File: src/rtl/axis_daq_pkg.sv
// Shared types and constants for the DAQ BRAM-to-AXI-Stream reader.
// Used by axis_daq_reader and its skid FIFO.
package axis_daq_pkg;

  typedef enum logic [1:0] {
    IDLE  = 2'd0,
    READ  = 2'd1,
    DRAIN = 2'd2,
    DONE  = 2'd3
  } rd_state_t;

  localparam int STATUS_BUSY_BIT = 0;
  localparam int STATUS_DONE_BIT = 1;
  localparam int FIFO_DEPTH      = 2;

endpackage

File: src/rtl/axis_daq_skid_fifo.sv
// Two-entry FIFO with valid/ready on both sides; carries {last, data} words
// returned by the BRAM so the stream side can stall without losing data.
module axis_daq_skid_fifo
  import axis_daq_pkg::*;
#(
  parameter int WIDTH = 17
) (
  input  logic             aclk,
  input  logic             aresetn,
  input  logic [WIDTH-1:0] i_s_data,
  input  logic             i_s_valid,
  output logic             o_s_ready,
  output logic [WIDTH-1:0] o_m_data,
  output logic             o_m_valid,
  input  logic             i_m_ready,
  output logic [1:0]       o_count
);

  logic [WIDTH-1:0] r_mem [FIFO_DEPTH];
  logic             r_wr_ptr;
  logic             r_rd_ptr;
  logic [1:0]       r_count;
  logic             w_push;
  logic             w_pop;

  assign o_m_valid = (r_count != 2'd0);
  assign w_pop     = o_m_valid && i_m_ready;
  // A full FIFO can still accept a word in the same cycle it releases one.
  assign o_s_ready = (r_count != 2'(FIFO_DEPTH)) || i_m_ready;
  assign w_push    = i_s_valid && o_s_ready;
  assign o_m_data  = r_mem[r_rd_ptr];
  assign o_count   = r_count;

  always_ff @(posedge aclk) begin
    if (!aresetn) begin
      r_mem[0] <= '0;
      r_mem[1] <= '0;
      r_wr_ptr <= 1'b0;
      r_rd_ptr <= 1'b0;
      r_count  <= 2'd0;
    end else begin
      if (w_push) begin
        r_mem[r_wr_ptr] <= i_s_data;
        r_wr_ptr        <= ~r_wr_ptr;
      end
      if (w_pop) begin
        r_rd_ptr <= ~r_rd_ptr;
      end
      case ({w_push, w_pop})
        2'b10:   r_count <= r_count + 2'd1;
        2'b01:   r_count <= r_count - 2'd1;
        default: r_count <= r_count;
      endcase
    end
  end

endmodule

File: src/rtl/axis_daq_reader.sv
// Streams rd_length consecutive BRAM words (wrapping) out of AXI-Stream.
// Optional macro AXIS_DAQ_READER_BYTESWAP_EN byte-reverses each word.
module axis_daq_reader
  import axis_daq_pkg::*;
#(
  parameter int BRAM_ADDR_WIDTH = 16,
  parameter int BRAM_DATA_WIDTH = 16
) (
  input  logic                       aclk,
  input  logic                       aresetn,
  input  logic                       rd_start,
  input  logic [BRAM_ADDR_WIDTH-1:0] rd_start_addr,
  input  logic [BRAM_ADDR_WIDTH:0]   rd_length,
  output logic [31:0]                rd_status,
  output logic                       bram_portb_clk,
  output logic [BRAM_ADDR_WIDTH-1:0] bram_portb_addr,
  input  logic [BRAM_DATA_WIDTH-1:0] bram_portb_rddata,
  output logic [BRAM_DATA_WIDTH-1:0] m_axis_tdata,
  output logic                       m_axis_tvalid,
  input  logic                       m_axis_tready,
  output logic                       m_axis_tlast
);

  localparam int AW = BRAM_ADDR_WIDTH;
  localparam int DW = BRAM_DATA_WIDTH;
  localparam logic [AW:0] LEN_ONE = (AW+1)'(1);

  rd_state_t     r_state;
  logic [AW-1:0] r_addr;
  logic [AW:0]   r_remaining;
  logic          r_inflight;
  logic          r_inflight_last;
  logic          r_busy;
  logic          r_done;

  logic          w_start_issue;
  logic          w_read_issue;
  logic          w_issue;
  logic          w_issue_last;
  logic          w_fifo_s_ready;
  logic          w_fifo_pop;
  logic [1:0]    w_fifo_count;
  logic [2:0]    w_pending;
  logic [DW-1:0] w_wr_data;
  logic [DW:0]   w_fifo_out;

  assign bram_portb_clk = aclk;

  // The first word is addressed in the start cycle itself so data reaches
  // the stream two cycles later.
  assign w_start_issue   = aresetn && (r_state == IDLE) && rd_start && (rd_length != '0);
  assign bram_portb_addr = w_start_issue ? rd_start_addr : r_addr;

  // Occupancy counts the word leaving this cycle as gone, keeping full rate.
  assign w_fifo_pop   = m_axis_tvalid && m_axis_tready;
  assign w_pending    = {1'b0, w_fifo_count} + {2'b00, r_inflight} - {2'b00, w_fifo_pop};
  assign w_read_issue = aresetn && (r_state == READ) && (r_remaining != '0) &&
                        (w_pending < 3'(FIFO_DEPTH)) && w_fifo_s_ready;
  assign w_issue      = w_start_issue || w_read_issue;
  assign w_issue_last = w_start_issue ? (rd_length == LEN_ONE) : (r_remaining == LEN_ONE);

`ifdef AXIS_DAQ_READER_BYTESWAP_EN
  localparam int NBYTES = DW / 8;
  always_comb begin
    w_wr_data = '0;
    for (int b = 0; b < NBYTES; b++) begin
      w_wr_data[b*8 +: 8] = bram_portb_rddata[(NBYTES-1-b)*8 +: 8];
    end
  end
`else
  assign w_wr_data = bram_portb_rddata;
`endif

  always_ff @(posedge aclk) begin
    if (!aresetn) begin
      r_state         <= IDLE;
      r_addr          <= '0;
      r_remaining     <= '0;
      r_inflight      <= 1'b0;
      r_inflight_last <= 1'b0;
      r_busy          <= 1'b0;
      r_done          <= 1'b0;
    end else begin
      r_inflight      <= w_issue;
      r_inflight_last <= w_issue && w_issue_last;
      if (w_issue) begin
        r_addr <= bram_portb_addr + AW'(1);
      end
      case (r_state)
        IDLE: begin
          if (rd_start) begin
            if (rd_length == '0) begin
              r_state <= DONE;
              r_done  <= 1'b1;
            end else begin
              r_remaining <= rd_length - LEN_ONE;
              r_state     <= READ;
              r_busy      <= 1'b1;
            end
          end
        end
        READ: begin
          if (w_read_issue) begin
            r_remaining <= r_remaining - LEN_ONE;
          end
          if ((r_remaining == '0) || (w_read_issue && (r_remaining == LEN_ONE))) begin
            r_state <= DRAIN;
          end
        end
        DRAIN: begin
          if (w_fifo_pop && m_axis_tlast) begin
            r_state <= DONE;
            r_busy  <= 1'b0;
            r_done  <= 1'b1;
          end
        end
        DONE: begin
          if (!rd_start) begin
            r_state <= IDLE;
            r_done  <= 1'b0;
          end
        end
        default: r_state <= IDLE;
      endcase
    end
  end

  always_comb begin
    rd_status                  = '0;
    rd_status[STATUS_BUSY_BIT] = r_busy;
    rd_status[STATUS_DONE_BIT] = r_done;
  end

  axis_daq_skid_fifo #(
    .WIDTH (DW + 1)
  ) u_fifo (
    .aclk      (aclk),
    .aresetn   (aresetn),
    .i_s_data  ({r_inflight_last, w_wr_data}),
    .i_s_valid (r_inflight),
    .o_s_ready (w_fifo_s_ready),
    .o_m_data  (w_fifo_out),
    .o_m_valid (m_axis_tvalid),
    .i_m_ready (m_axis_tready),
    .o_count   (w_fifo_count)
  );

  assign m_axis_tlast = w_fifo_out[DW];
  assign m_axis_tdata = w_fifo_out[DW-1:0];

endmodule

File: config.mk
export PLATFORM = sky130hd
export DESIGN_NAME = axis_daq_reader
export DESIGN_NICKNAME = d
export VERILOG_FILES = /design/src/rtl/axis_daq_pkg.sv /design/src/rtl/axis_daq_skid_fifo.sv /design/src/rtl/axis_daq_reader.sv
export SDC_FILE = /design/constraint.sdc
export NUM_CORES = 1
export LEC_CHECK = 0
export ABC_AREA = 1
export BUFFER_PORTS_ARGS = -buffer_cell sky130_fd_sc_hd__buf_2
export CORE_MARGIN = 2
export CORE_UTILIZATION = 24
export CTS_CLUSTER_DIAMETER = 150
export DETAILED_ROUTE_END_ITERATION = 10
export GPL_ROUTABILITY_DRIVEN = 0
export PLACE_DENSITY = 0.44
export RECOVER_POWER = 100
export SYNTH_ARGS = -nofsm -noshare
export SYNTH_HDL_FRONTEND = slang
export SYNTH_SLANG_ARGS = --single-unit
File: constraint.sdc
create_clock -name aclk -period 3.1 [get_ports aclk]
set_input_delay 0.465 -clock aclk [delete_from_list [all_inputs] [get_ports aclk]]
set_output_delay 0.465 -clock aclk [all_outputs]
set_load 0.02 [all_outputs]
# Word level (Yosys, flattened, before mapping)
# Memories as Yosys holds them, arrays and structs flattened. A register that Yosys moved wholly into a read port is not among the register bits.
# Cells that the tools add are included.
# word_totals
ram_bits	34
register_bits	43
n_memories	1
output_inout_bits	67
# mem_list
name	words	width	rd	rd_ports_with_merged_regs	wr	line_no	text
u_fifo.r_mem	2	17	1	1	2	axis_daq_skid_fifo.sv:19	logic [WIDTH-1:0] r_mem [FIFO_DEPTH];
# op_classes
n_eq_ne	15
n_mux	31
bitwise_logic	2
order_cmp	1
reduce_logical	30
n_addsub	7
# op_table
operator	count
$mux 17	4
$eq 17x1->1 const B	2
$logic_not 17->1	2
$pmux 17 s2	1
$reduce_bool 17->1	2
$sub 17x1->17 const B	2
$reduce_or 17->1	1
$add 16x1->16 const B	1
$mux 1	16
$mux 16	1
$logic_and 1x1->1	12
$ne 2x2->1 const B	6
$reduce_and 4->1	3
$mux 2	5
$pmux 2 s4	1
$reduce_bool 2->1	4
$eq 2x2->1 const B	3
$reduce_and 5->1	1
$eq 2x1->1 const B	2
$ne 2x1->1 const B	2
$pmux 2 s2	1
$add 2x1->3	1
$logic_or 1x1->1	3
$lt 3x2->1 const B	1
8 further kinds	9

# Longest topological paths before layout
# Gate-level depths: netlist of the first run.
# depth
word_depth	10
mapped_depth	21
ltp_nobuf	20

# By module
# A second synthesis of the first run with hierarchy kept.
# hier_totals
hier_cells	720
hier_area_um2	5360.1
# by_module_without_submodules
mod	cells_per_inst	area_each_um2	n_inst	seq_area_each_um2
axis_daq_reader	575	3622.2	1	780.7
axis_daq_skid_fifo	145	1737.9	1	1121.1

==> flow_summary.yaml, run 1 <==
layout:
  final_common_cell: "nand2_1"
  final_cell_mix: "nand2_1, inv_1, nor2_1, buf_2"
  area_growth_pct: 20.2
  drive_gt1_share_pct: 20.5
  fin_nets: 848
  diodes: 0
timing:
  hold_violations: 0
  rsz0062_at_grt: "false"
  max_slew_margin_pct: 39.2
  clock.fmax_mhz: 350
  finalCritPeriodShare_pct: 92.3
  worstMarginPinSlew_ns: 0.913
  fin_crit_ns: 2.86
  setup_tns_ns: 0
  setup_viol: 0
  clock_skew_ns: 0.00891
  slew_viol_final: 0
  fin_ws_ns: 0.239
routing:
  avgViaCountPerCell: 4.22
  vias: 4480
  drt_pass1_iterations: 4
  drc_errors: 0
  drtIter0Drc: 156
  antenna_left: 0
  drt_wl_total_um: 13700
  wl_per_cell_um: 13.0
floorplanning:
  dieHeight_um: 151
  start_util_pct: 24.5
  io_pins: 120
  core_um2: 21100
  dieArea_um2: 22700
  dieWidth_um: 151
  rows: 53
synth:
  yosys-top-cells-area: "edfxtp_1, dfxtp_1, nand2_1"
  synth_top_area_share_pct: 19.7
  syn-cell-area_um2: 5170
  ys.flop_type: "dfxtp_1"
  avgSynthCellArea_um2: 7.51
  ys_ff_latch: 78
  yosysTopAreaCell: "edfxtp_1"
  synth_cell_type_count: 49
  syn_inst: 688
  yosysSeqAreaShare_pct: 36.8
  synth_warnings: 0
  synth_enable_flop_cells: 34
  async_flop_share_pct: 0
power_and_ir_drop:
  peakVddDrop_mv: 0.347
  powerDensity_nw_per_um2: 885
  leakage_nw: 2.87
place:
  place_ws_ns: 0.178
  dpl.hpwl_um: 9800
  io_buffers: 89
clocking:
  cts_tree: "built"
  path_clk_slew_ns: 0.06
  clk_latency_ns: 0.46
hold_path:
  hold_path_class: "in -> reg"
global_route:
  grtUsageTotal_pct: 12.5
  first_global_vias: 4395
  grt_max_degree: 28
  globalRouteOverflowTotal: 0
  antenna_found_initial: 1
  grt_pass1_wl_um: 21800
run:
  cap_violations: 0
status:
  outcome: "finished clean"
critical_path:
  slowest_delay_ns: 0.34
  slowest_stage: "dfxtp_1"
  cp-start-kind: "flop"
  worst_path_most_repeated_cell: "nand2_1"
  end_kind: "output port"
  crit_chain: "inv_1 > ha_1 > nand2_1 > nor2_8 > nand2_4 > nand2_1 > nand2_1 > inv_1 > clkbuf_1"
  critPathKind: "reg -> out"
  cp.required_ns: 2.63
  crit_fanout: 21
  crit_arrival_ns: 2.40
[layout make-up]
type | count | area (µm²)
timing repair buffer | 102 | 507
fill | 2391 | 14900
tap | 275 | 344
inverter | 110 | 418
multi-input combinational | 476 | 2620
clock buffer | 13 | 304
clock inverter | 7 | 121
sequential | 78 | 1900
[cells by family (layout without fill, tap and decap cells)]
family / count (synthesis) / after routing / share of synthesized area [%]
and+or+nand+nor: 287 / 287 / 26.6
buffers and inverters: 163 / 232 / 14.7
AOI/OAI and AO/OA: 118 / 118 / 12.9
DFF: 78 / 78 / 36.8
muxes: 16 / 16 / 3.48
adders and majority gates: 14 / 14 / 3.53
xor gates and xnor gates: 11 / 11 / 1.86
other: 1 / 30 / 0.0725
[path summary, 6_finish.rpt]
path / start / to / slack (ns) / cells after the start
hold / removal: bram_portb_rddata[12] / u_fifo.r_mem[1][12] / 0.32 / 3
setup reg to reg: u_fifo.o_count[0] / r_state[1] / 0.33 / 17
hold reg to reg: u_fifo.r_rd_ptr / u_fifo.r_rd_ptr / 0.45 / 1
setup / recovery: r_state[0] / bram_portb_addr[7] / 0.24 / 9
[repair_timing]
action | in CTS | in global routing
endpoints found under the setup margin | 0 | 23
hold buffers | 0 | 0
endpoints found under the hold margin | 0 | 0
setup buffers | 0 | 4
resized for setup | 0 | 8
[metrics by stage]
stage          cell area [µm²]  hold WS [ns]  std cells  power (mW)  util (%)
5_1_grt                   6210         0.312       1061        5.99      29.5
3_5_place_dp              5800         0.450       1038        4.11      27.5
3_3_place_gp              5800         0.450       1038        4.11      27.5
2_1_floorplan             5280         0.426        717        3.45         -
4_1_cts                   6220         0.302       1057        5.58      29.5
6_report                  6210         0.324       1061        5.50      29.5
[cell usage after synthesis (9+ instances only)]
| library cell | n |
|---|---|
| inv_1 | 98 |
| nor2_1 | 86 |
| edfxtp_1 | 34 |
| o21ai_1 | 9 |
| buf_4 | 33 |
| o21ai_0 | 38 |
| nand2_2 | 12 |
| a21oi_1 | 44 |
| dfxtp_1 | 44 |
| inv_2 | 10 |
| nand2_1 | 107 |
| clkbuf_1 | 12 |
| ha_1 | 13 |
| mux2_2 | 16 |
| nand3_1 | 30 |
[registers in the layout, summed over array words and instances (netlist names), named ones only]
name	flops
u_fifo.r_mem	34
r_busy	1
r_inflight	1
u_fifo.r_rd_ptr	1
r_addr	16
u_fifo.r_wr_ptr	1
r_state	2
r_done	1
u_fifo.o_count	2
r_remaining	17
r_inflight_last	1
[power by group]
| group | internal [mW] | leakage (nW) | switching, mW |
|---|---|---|---|
| Sequential | 1.38 | 0.716 | 0.192 |
| Clock | 0.961 | 0.203 | 0.503 |
| Combinational | 0.812 | 1.95 | 1.65 |
[metal layers]
layer,vias to the layer above,share of wire (%),GRT usage (%)
met5,-,0.095,0
met4,2,1.5,4.21
met3,16,4.7,3.46
li1,2339,-,-
met1,2039,47,15.6
met2,84,46,21.0
[critical path, delay by kind of cell, from the launching register on]
| kind | cells | cell delay, ns |
|---|---|---|
| simple gates | 5 | 0.90 |
| fa+ha+maj | 1 | 0.23 |
| buf+inv | 3 | 0.47 |
| flops | 1 | 0.34 |
Note: power is estimated with default switching activity, not from simulation.
==> run 2, diff against run 1 <==
--- a/config.mk
+++ b/config.mk
@@ -7,7 +7,7 @@
 export LEC_CHECK = 0
 export ABC_AREA = 1
 export BUFFER_PORTS_ARGS = -buffer_cell sky130_fd_sc_hd__buf_2
-export CORE_MARGIN = 2
+export CORE_MARGIN = 3
 export CORE_UTILIZATION = 24
 export CTS_CLUSTER_DIAMETER = 150
 export DETAILED_ROUTE_END_ITERATION = 10
==> flow_summary.yaml, run 2 (synthesis results as in run 1) <==
status:
  outcome: "finished clean"
power_and_ir_drop:
  p_int_mw: 2.96
  leakage_nw: 2.84
  peakVddDrop_mv: 0.249
  powerDensity_nw_per_um2: 859
  p_clk_share_pct: 24.1
  power_frac_seq_pct: 29.9
  combPwrFrac_pct: 45.9
  switchingPower_mw: 2.30
  p_sw_share_pct: 43.7
routing:
  vias: 4481
  drtIter0Drc: 154
  antenna_left: 0
  drt_wl_total_um: 13600
  drt_pass1_iterations: 4
  wl_per_cell_um: 12.8
  drc_errors: 0
  avgViaCountPerCell: 4.23
layout:
  largest_reg_flops: 34
  fin_nets: 847
  regMostFlops: "u_fifo.r_mem"
  nFillCells: 2362
  fin_cells: 1059
  largestRegisters: "u_fifo.r_mem x34, r_remaining x17, r_addr x16"
  seq_area_um2: 1900
  diodes: 0
  final_common_cell: "nand2_1"
  area_growth_pct: 18.3
  final_cell_mix: "nand2_1, inv_1, nor2_1, buf_2, a21oi_1"
  fin_area_um2: 6120
  multi_input_area_um2: 2590
  drive_gt1_share_pct: 19.9
critical_path:
  cp.required_ns: 2.63
  crit_fanout: 14
  reg2reg_slack_ns: 0.39
  critPathKind: "reg -> out"
  crit_arrival_ns: 2.39
  end_kind: "output port"
  ff2ff_path_depth: 17
  cp-start-kind: "flop"
run:
  cap_violations: 0
global_route:
  globalRouteOverflowTotal: 0
  grtUsageTotal_pct: 11.7
  grt_max_degree: 28
  antenna_found_initial: 1
  first_global_vias: 4184
  grt_pass1_wl_um: 21700
floorplanning:
  dieHeight_um: 153
  core_um2: 21100
  dieWidth_um: 153
  start_util_pct: 24.5
  io_pins: 120
  dieArea_um2: 23300
  rows: 53
hold_path:
  hold_path_class: "in -> reg"
  holdPathStages: 3
place:
  place_ws_ns: 0.281
  postPlaceCellArea_um2: 5810
  dpl.hpwl_um: 9910
  io_buffers: 89
  place_inst: 1040
timing:
  clock_skew_ns: 0.00792
  setup_tns_ns: 0
  fin_crit_ns: 2.86
  finalCritPeriodShare_pct: 92.2
  fin_ws_ns: 0.243
  setup_viol: 0
  clock.fmax_mhz: 350
  slew_viol_final: 0
  max_slew_margin_pct: 37.8
  rsz0062_at_grt: "false"
  hold_violations: 0
  worstMarginPinSlew_ns: 0.933
clocking:
  path_clk_slew_ns: 0.06
  clk_latency_ns: 0.45
  cts_tree: "built"
-- run 2: power groups by stage --
stage	logic [mW]	clock network, mW	registers, mW
3_5_place_dp	2.49	0.0301	1.59
6_report	2.41	1.27	1.57
3_3_place_gp	2.50	0.0301	1.59
2_1_floorplan	1.89	0.0377	1.52
4_1_cts	2.51	1.32	1.57
5_1_grt	2.75	1.36	1.62
-- run 2: per-stage QoR --
step | util [%] | power, mW | hold slack (ns)
after global routing | 29.0 | 5.73 | 0.318
after CTS | 29.3 | 5.40 | 0.307
after global placement | 27.6 | 4.12 | 0.435
after detailed placement | 27.6 | 4.12 | 0.441
final | 29.0 | 5.25 | 0.320
after floorplan | - | 3.45 | 0.426
-- run 2: area by class of cell --
class	instances	share of cell area, %
Multi-Input combinational cell	476	42.3
Sequential cell	78	31.1
Timing Repair Buffer	101	8.12
Inverter	110	6.81
Tap cell	275	5.62
Clock buffer	13	4.97
Clock inverter	6	1.02
-- run 2: final timing paths --
| path | to | startpoint |
|---|---|---|
| worst max-delay path | bram_portb_addr[7] | r_state[0] |
| worst min-delay path | u_fifo.r_mem[0][9] | bram_portb_rddata[9] |
| worst max register to register | r_state[1] | u_fifo.o_count[0] |
| worst min register to register | flop | u_fifo.r_rd_ptr |
-- run 2: layer usage --
metal / vias to the layer above / track usage (%) / wire [µm]
li1: 2348 / - / -
met1: 2022 / 14.9 / 6330
met2: 95 / 19.2 / 6430
met3: 14 / 3.83 / 692
met4: 2 / 2.84 / 137
met5: - / 0 / 13
-- run 2: critical path, cell delays in order, from the launching register on --
cell and delay [ns]:
dfxtp_1 0.34, inv_1 0.09, ha_1 0.22, nand2_1 0.08
nor2_1 0.24, clkbuf_2 0.37, nand3b_1 0.14, nand2_1 0.16
inv_1 0.11, clkbuf_2 0.17
-- run 2: repair_timing --
item,4_1_cts,5_1_grt
resized for setup,0,4
endpoints found under the setup margin,0,7
setup buffers,0,1
hold buffers,0,0
==> run 3, diff against run 2 <==
--- a/config.mk
+++ b/config.mk
@@ -16,4 +16,5 @@
 export RECOVER_POWER = 100
 export SYNTH_ARGS = -nofsm -noshare
 export SYNTH_HDL_FRONTEND = slang
+export SYNTH_HIERARCHICAL = 1
 export SYNTH_SLANG_ARGS = --single-unit
==> flow_summary.yaml, run 3 <==
status:
  outcome: "finished clean"
critical_path:
  cp.required_ns: 2.63
  cp-start-kind: "flop"
  crit_arrival_ns: 2.42
  worstReg2RegStart: "u_fifo/o_count[0]"
  critPathKind: "reg -> out"
  crit_chain: "inv_1 > ha_1 > inv_2 > nor3_4 > buf_4 > nand3_1 > nand2_1 > inv_2 > buf_2"
  worst_path_most_repeated_cell: "inv_2"
  crit_path_start: "r_state[1]"
  worst-path-stages: 9
  crit_fanout: 19
  end_kind: "output port"
  slowest_stage: "dfxtp_1"
  ff2ff_path_depth: 16
  slowest_delay_ns: 0.32
  path_buf_inv: 5
  crit_family: "buffers and inverters"
hold_path:
  holdCritStartpoint: "bram_portb_rddata[6]"
  holdPathStages: 3
  hold_path_class: "in -> reg"
layout:
  final_cell_mix: "nand2_1, nor2_1, inv_1, buf_2, dfxtp_1"
  largest_reg_flops: 34
  fin_cells: 1097
  fin_area_um2: 6320
  diodes: 0
  final_common_cell: "nand2_1"
  regMostFlops: "u_fifo/r_mem"
  fin_nets: 882
  largestRegisters: "u_fifo/r_mem x34, r_remaining x17, r_addr x16"
  drive_gt1_share_pct: 20.1
  area_growth_pct: 17.9
synth:
  yosysSeqAreaShare_pct: 35.5
  syn_inst: 720
  syn-cell-area_um2: 5360
  avgSynthCellArea_um2: 7.44
  yosys-top-cells-count: "nand2_1, inv_1, nor2_1, dfxtp_1, a21oi_1"
  synth_most_common_cell: "nand2_1"
  synth_xor_area_share_pct: 2.45
  synth_compound_area_share_pct: 10.9
  synthAdderAreaFrac_pct: 3.87
  muxShareOfSynthArea_pct: 3.57
  synth_enable_flop_cells: 34
  ys_ff_latch: 78
  yosys.area_share.simple_pct: 29.3
  synth_cell_type_count: 43
  async_flop_share_pct: 0
  synth_warnings: 6
  yosys-top-cells-area: "edfxtp_1, dfxtp_1, nand2_1"
  synth_top_area_share_pct: 19.0
  synth_top_family_by_area: "simple AND/OR/NAND/NOR gates"
  ys.flop_type: "dfxtp_1"
  yosysTopAreaCell: "edfxtp_1"
run:
  cap_violations: 0
timing:
  setup_tns_ns: 0
  hold_slack_ns: 0.322
  max_slew_margin_pct: 28.9
  finalCritPeriodShare_pct: 93.1
  hold_violations: 0
  setup_viol: 0
  slew_viol_final: 0
  fin_crit_ns: 2.89
  clock_skew_ns: 0.00754
  rsz0062_at_grt: "true"
  worstMarginPinSlew_ns: 1.07
  clock.fmax_mhz: 347
clocking:
  cts_hold_buf: 0
  clk_latency_ns: 0.45
  path_clk_slew_ns: 0.06
  cts_tree: "built"
floorplanning:
  dieWidth_um: 155
  dieHeight_um: 155
  io_pins: 120
  dieArea_um2: 24200
  start_util_pct: 24.5
  core_um2: 21900
  rows: 54
routing:
  drc_errors: 0
  drtIter0Drc: 188
  avgViaCountPerCell: 4.27
  drt_pass1_iterations: 4
  wl_per_cell_um: 13.0
  vias: 4687
  drt_wl_total_um: 14300
  antenna_left: 0
place:
  place_inst: 1078
  dpl.hpwl_um: 10500
  postPlaceCellArea_um2: 5990
  io_buffers: 89
global_route:
  grt_max_degree: 26
  first_global_vias: 4538
  grtUsageTotal_pct: 12.1
  globalRouteOverflowTotal: 0
  antenna_found_initial: 0
  grt_pass1_wl_um: 23000
power_and_ir_drop:
  powerDensity_nw_per_um2: 847
  leakage_nw: 2.93
  power_mw: 5.35
  peakVddDrop_mv: 0.251
[run 3: cell count changes after synthesis, sizes merged, moves of 4 or more]
| cell | previous run | this run |
|---|---|---|
| o21ai | 48 | 43 |
| nor2 | 101 | 105 |
| nand4 | 7 | 13 |
| clkbuf | 12 | 6 |
| nand3 | 32 | 46 |
| xor2 | 7 | 13 |
| buf | 41 | 48 |
| nand2 | 124 | 141 |
| inv | 108 | 104 |
[run 3: timing repair]
| item | CTS | global route |
|---|---|---|
| setup endpoints to repair | 0 | 8 |
| setup buffers | 0 | 1 |
| resized for setup | 0 | 4 |
| endpoints found under the hold margin | 0 | 0 |
[run 3: cells by family after synthesis]
logic type / count (synthesis)
and+or+nand+nor: 329
buffers and inverters: 158
AOI/OAI and AO/OA: 106
DFF: 78
muxes: 17
adders and majority gates: 16
xor gates and xnor gates: 15
other: 1
[run 3: power breakdown]
part / switching [mW] / internal, mW / total (mW) / leakage (nW)
Combinational: 1.69 / 0.823 / 2.51 / 2.03
Clock: 0.479 / 0.791 / 1.27 / 0.177
Sequential: 0.199 / 1.37 / 1.57 / 0.715
Total: 2.37 / 2.99 / 5.35 / 2.93
[run 3: final timing paths]
kind / to / slack (ns)
worst min register to register: r_addr[14] / 0.46
worst max register to register: r_addr[6] / 0.31
worst max-delay path: bram_portb_addr[10] / 0.21
worst min-delay path: u_fifo/r_mem[1][6] / 0.32
[run 3: layout make-up]
| class | count | area (µm²) |
|---|---|---|
| fillers | 2470 | 15600 |
| multi-input cells | 513 | 2800 |
| flip-flops and latches | 78 | 1900 |
| repair buffers | 103 | 507 |
| inverters | 104 | 394 |
| well taps | 280 | 350 |
| clock buffers | 14 | 308 |
| clock inverters | 5 | 60.1 |
[run 3: per-layer routing]
metal  global-route usage [%]  vias to the layer above  routed length, µm
li1                         -                     2467                  -
met1                     15.7                     2088               6710
met2                     18.9                      114               6520
met3                     3.14                       18                751
met4                     5.04                        0                288
met5                        0                        -                  0
[run 3: worst reg2reg max path: stages, from the launching register on]
cell and delay, ns:
dfxtp_1 0.34, inv_2 0.13, nand2_1 0.10, nand2_1 0.08, inv_1 0.05, ha_1 0.26, inv_1 0.05, nand2_1 0.05
fa_1 0.49, nand4_1 0.07, nor2_1 0.17, nand2_1 0.16, nand2_4 0.15, clkinvlp_2 0.10, buf_2 0.22, o21ai_0 0.21
inv_1 0.05
[run 3: through the flow]
| step | utilization [%] | setup WS (ns) |
|---|---|---|
| final | 28.9 | 0.215 |
| after global placement | 27.4 | 0.309 |
| after floorplan | - | 0.322 |
| after detailed placement | 27.4 | 0.282 |
| after CTS | 29.0 | 0.101 |
| after global routing | 28.9 | -0.00308 |
